[src/rtl/oam_dma_ctl.sv]
// Sprite DMA sequencer: stalls the CPU and copies one 256-byte page to the OAM data port.
// Optional build macro OAM_DMA_DUMMY_CYCLE_EN inserts one alignment cycle before the first read.
module oam_dma_ctl #(
    parameter logic [15:0] DMA_REG_ADDR  = 16'h4014,
    parameter logic [15:0] OAM_DATA_ADDR = 16'h2004
) (
    input  logic        clk,
    input  logic        rst,
    input  logic [15:0] cpu_addr_in,
    input  logic [7:0]  cpu_dout_in,
    input  logic        cpu_wr_in,
    output logic        cpu_rdy_out,
    output logic [15:0] mem_addr_out,
    output logic [7:0]  mem_dout_out,
    output logic        mem_wr_out,
    input  logic [7:0]  mem_din_in,
    output logic        busy_out
);

`ifdef OAM_DMA_DUMMY_CYCLE_EN
    typedef enum logic [1:0] {ST_IDLE, ST_READ, ST_WRITE, ST_DUMMY} state_t;
`else
    typedef enum logic [1:0] {ST_IDLE, ST_READ, ST_WRITE} state_t;
`endif

    state_t     state_q, state_d;
    logic [7:0] page_q, page_d;
    logic [7:0] cnt_q, cnt_d;
    logic       busy_q, busy_d;
    logic       rdy_q, rdy_d;

    logic trigger;
    assign trigger = cpu_wr_in && (cpu_addr_in == DMA_REG_ADDR);

    always_ff @(posedge clk) begin
        if (rst) begin
            state_q <= ST_IDLE;
            page_q  <= 8'h00;
            cnt_q   <= 8'h00;
            busy_q  <= 1'b0;
            rdy_q   <= 1'b1;
        end else begin
            state_q <= state_d;
            page_q  <= page_d;
            cnt_q   <= cnt_d;
            busy_q  <= busy_d;
            rdy_q   <= rdy_d;
        end
    end

    always_comb begin
        state_d      = state_q;
        page_d       = page_q;
        cnt_d        = cnt_q;
        mem_addr_out = {page_q, cnt_q};
        mem_dout_out = 8'h00;
        mem_wr_out   = 1'b0;
        case (state_q)
            ST_IDLE: begin
                // The trigger write itself still reaches memory.
                mem_addr_out = cpu_addr_in;
                mem_dout_out = cpu_dout_in;
                mem_wr_out   = cpu_wr_in;
                if (trigger) begin
                    page_d = cpu_dout_in;
                    cnt_d  = 8'h00;
`ifdef OAM_DMA_DUMMY_CYCLE_EN
                    state_d = ST_DUMMY;
`else
                    state_d = ST_READ;
`endif
                end
            end
`ifdef OAM_DMA_DUMMY_CYCLE_EN
            ST_DUMMY: begin
                mem_addr_out = {page_q, 8'h00};
                state_d      = ST_READ;
            end
`endif
            ST_READ: begin
                mem_addr_out = {page_q, cnt_q};
                state_d      = ST_WRITE;
            end
            ST_WRITE: begin
                // mem_din_in holds the byte addressed during the preceding READ.
                mem_addr_out = OAM_DATA_ADDR;
                mem_dout_out = mem_din_in;
                mem_wr_out   = 1'b1;
                if (cnt_q == 8'hFF) begin
                    state_d = ST_IDLE;
                end else begin
                    cnt_d   = cnt_q + 8'h01;
                    state_d = ST_READ;
                end
            end
            default: begin
                state_d = ST_IDLE;
            end
        endcase
        busy_d = (state_d != ST_IDLE);
        rdy_d  = ~busy_d;
    end

    assign busy_out    = busy_q;
    assign cpu_rdy_out = rdy_q;

endmodule

[config.mk]
export PLATFORM = sky130hd
export DESIGN_NAME = oam_dma_ctl
export DESIGN_NICKNAME = d
export VERILOG_FILES = /design/src/rtl/oam_dma_ctl.sv
export SDC_FILE = /design/constraint.sdc
export NUM_CORES = 1
export LEC_CHECK = 0
export CAP_MARGIN = 0
export CORE_MARGIN = 2
export CORE_UTILIZATION = 30
export DETAILED_ROUTE_END_ITERATION = 10
export PLACE_DENSITY = 0.67
export SLEW_MARGIN = 15
export SYNTH_ARGS = -nofsm -noshare
export SYNTH_HDL_FRONTEND = slang
export SYNTH_SLANG_ARGS = --single-unit
[constraint.sdc]
create_clock -name clk -period 2 [get_ports clk]
set_input_delay 0.5 -clock clk [delete_from_list [all_inputs] [get_ports clk]]
set_output_delay 0.5 -clock clk [all_outputs]
set_load 0.05 [all_outputs]
==> summary.txt <==
Timing
  • Min cycle time layout: 1970 ps
  • Fmax: about 0.51 GHz
  • Skew final: between 0.9 and 1 ps
  • Worst slew pin tran: between 500 and 600 ps
  • Hold WS: approximately 480 ps
  • Relative slew slack: between 60% and 70%
  • Final cycle utilization of the critical path: a little over nine tenths
  • Final hold vios: 0
  • Setup ws final: about 25 ps
  • Final setup vio count: 0
  • Setup TNS: 0 ps
  • Final Max Slew Viols: 0
  • RSZ-0062 raised after global routing: yes

Layout
  • Post-layout nets: roughly 270
  • Filler cells: between 300 and 400
  • P&R area growth vs syn: 73.6%
  • Antenna diodes: 0
  • Share of layout cells above drive strength 1: just under 30%

Logic synthesis
  • Synth cell types: 34
  • Main area contributors after synthesis: dfxtp_1 (32%), a22o_1 (8.4%), mux2i_1 (6.4%), nor2_1 (5.7%), nand3_1 (4.4%)
  • Net count after synthesis: 195
  • Top cell type's share of synthesized area: 32.1%
  • Post-Syn Instances: 159
  • Most used flip-flop cell after synthesis: dfxtp_1
  • Sequential area share after synthesis: roughly a third
  • Syn Std Cell Area: approximately 1200 um2
  • Ys Warns: 0
  • Area leader, netlist: dfxtp_1
  • Seq cells post-synth: 20
  • Syn_area_per_cell: around 8 um2
  • Number of synthesized flops with an enable pin: 0
  • Asr flop ratio synth: 0%

Route
  • Final WL: about 4200 um
  • Vias/cell: about 5.3
  • DR vias: about 1500
  • Drt wl/cell: approximately 15 um
  • Antenna-violating nets left: 0
  • Residual DRC count: 0
  • Starting DRC count in detailed routing: 82
  • Drt first pass iters: 4

Min path
  • Worst Hold Depth: 2
  • Worst min path class: reg2reg
  • Worst hold path endpoint: page_q[0]
  • Min-delay src: page_q[0]

Placed design
  • Pre-CTS setup slack: -509 ps
  • Routability cong.: between 0.8 and 0.9
  • Port Buffer Count: 61
  • Detail Placement HPWL: ~3200 um

Clocking
  • CTS HTree Levels: 1
  • CTS root buffer: clkbuf_8
  • Clk_lat worst skew: about 260 ps
  • Clk sinks: 20
  • Clock Path Buffers: 2
  • Total clock buffers created by CTS: 3
  • CTS tree: done
  • CTS clk-pin slew, worst paths: ~70 ps
  • Hold buffers post-CTS: 0

Run
  • Max Cap Violations: 0

Run status
  • Status: complete, no violations

Setup path
  • Max Fanout on Critical Path: 2
  • R2R depth: 5
  • Setup CP Type: in2out
  • Worst r2r src: cnt_q[0]
  • Crit end category: output pin
  • Startpoint types: primary input
  • Worst EP arrival: ~1500 ps
  • Req. time, crit path: approximately 1500 ps
  • Flop2flop setup slack: approximately 190 ps
  • Worst flop-to-flop path endpoint: cnt_q[4]

Floorplanning
  • Die width: 68.5 um
  • Die footprint: between 4000 and 5000 um2
  • Row count: 23
  • Core ar.: around 4000 um2
  • # IOs: 62
  • Initial Util: between 30 and 40%
  • DIE HEIGHT: between 60 and 70 um

Pwr
  • Power density over the cells: ~460 nW/um2
  • Flop pwr share: around two fifths
  • Final Power: 1010 uW
  • Peak VDD IR: 0.242 mV
  • Pint: 709 uW
  • Comb power frac: 29.3%
  • Switch share: 29.5%
  • NetSw: approximately 300 uW
  • Clk pwr share: a little under a third
  • LEAKAGE: 0.000805 uW

Global route
  • GRT Total Usage: a little under a fifth
  • Congestion Overflow GR: 0
  • Initial antenna violation count: 0
  • Largest net degree at the start of global routing: 38
  • Global-route wire length before repair: ~6200 um
  • Vias in the first global route: approximately 1300
## power by group through the flow
stage                     clock (uW)  sequential (uW)  combinational, uW
after floorplan                    0              407                138
after global placement             0              407                294
after detailed placement           0              407                294
after CTS                        325              398                293
after global routing             340              398                310
final                            313              398                294
## worst max-delay path: stages
cell and delay (ps):
clkdlybuf4s50_1 480, nand2b_1 70, o21ai_1 150, buf_4 150, buf_12 130
## layout make-up
cell class                      instances  area [um2]  share of cell area (%)
Multi-Input combinational cell        126         877                    40.5
Inverter                                2        7.51                   0.347
Clock buffer                            4        55.1                    2.54
Timing Repair Buffer                   82         761                    35.2
Tap cell                               50        62.6                    2.89
Sequential cell                        20         400                    18.5
## cell usage in the layout, fill, tap and decap left out, types with 3 or more instances in the layout
cell | synthesis | layout
buf_4 | 1 | 40
clkdlybuf4s50_1 | 0 | 31
dfxtp_1 | 20 | 20
o21ai_1 | 11 | 14
a22o_1 | 12 | 12
nor2_1 | 19 | 12
nand3_1 | 11 | 11
a21oi_1 | 10 | 10
nand2_1 | 9 | 9
mux2i_1 | 8 | 8
nand2b_1 | 7 | 7
nor2_4 | 0 | 6
buf_12 | 0 | 5
clkbuf_8 | 0 | 4
nand4_1 | 3 | 3
nor4_1 | 3 | 3
o32ai_2 | 0 | 3
## worst max path at each step
stage	slack, ps	end	from	depth (start not counted)
final	30	mem_addr_out[14]	cpu_addr_in[14]	5
after detailed placement	-510	cnt_q[4]	cpu_addr_in[2]	5
after floorplan	-290	mem_addr_out[14]	state_q[0]	3
after global routing	-20	mem_addr_out[14]	cpu_addr_in[14]	5
after global placement	-490	cnt_q[4]	cpu_addr_in[1]	5
after CTS	7	cnt_q[4]	cpu_addr_in[5]	5
## metal layers
layer | GRT usage [%] | share of wire [%]
met2 | 26.9 | 47
met3 | 4.93 | 4.0
met5 | 0 | 0
met1 | 24.6 | 47
met4 | 6.75 | 1.3
## repair_timing
item	in CTS	in global routing
pin swaps	4	5
setup endpoints to repair	32	15
gates resized for setup	20	3
setup buffers	0	1
## Yosys cell counts (2+ instances only)
library cell,number
mux2i_1,8
nand2_1,9
a311oi_1,3
a21oi_1,10
dfxtp_1,20
inv_1,2
o21ai_1,11
o21a_1,2
clkbuf_1,9
o32ai_1,3
nor2b_1,2
nand2b_1,7
or3_1,2
o21ai_0,6
a22o_1,12
xnor2_1,2
nor4_1,3
and2_1,2
nor2_1,19
nand4_1,3
nand3_1,11
## state kept, by name, summed over array words and instances (netlist names)
signal,cells
page_q,8
cnt_q,8
busy_out,1
state_q,2
cpu_rdy_out,1
## per-stage QoR
| step | utilization, % | area [um2] | std cells |
|---|---|---|---|
| after global placement | 51.7 | 2070 | 279 |
| final | 54.1 | 2160 | 284 |
| after floorplan | - | 1290 | 159 |
| after detailed placement | 51.7 | 2070 | 279 |
| after CTS | 53.4 | 2130 | 283 |
| after global routing | 54.1 | 2160 | 284 |
## cell families after synthesis
logic type	share of synthesized area, %
xor+xnor	1.41
simple gates	28.1
mux	6.43
buf+inv	4.22
flops	32.1
fa+ha+maj	1.00
compound gates	26.7
No activity file was read; power rests on OpenSTA's default activity.
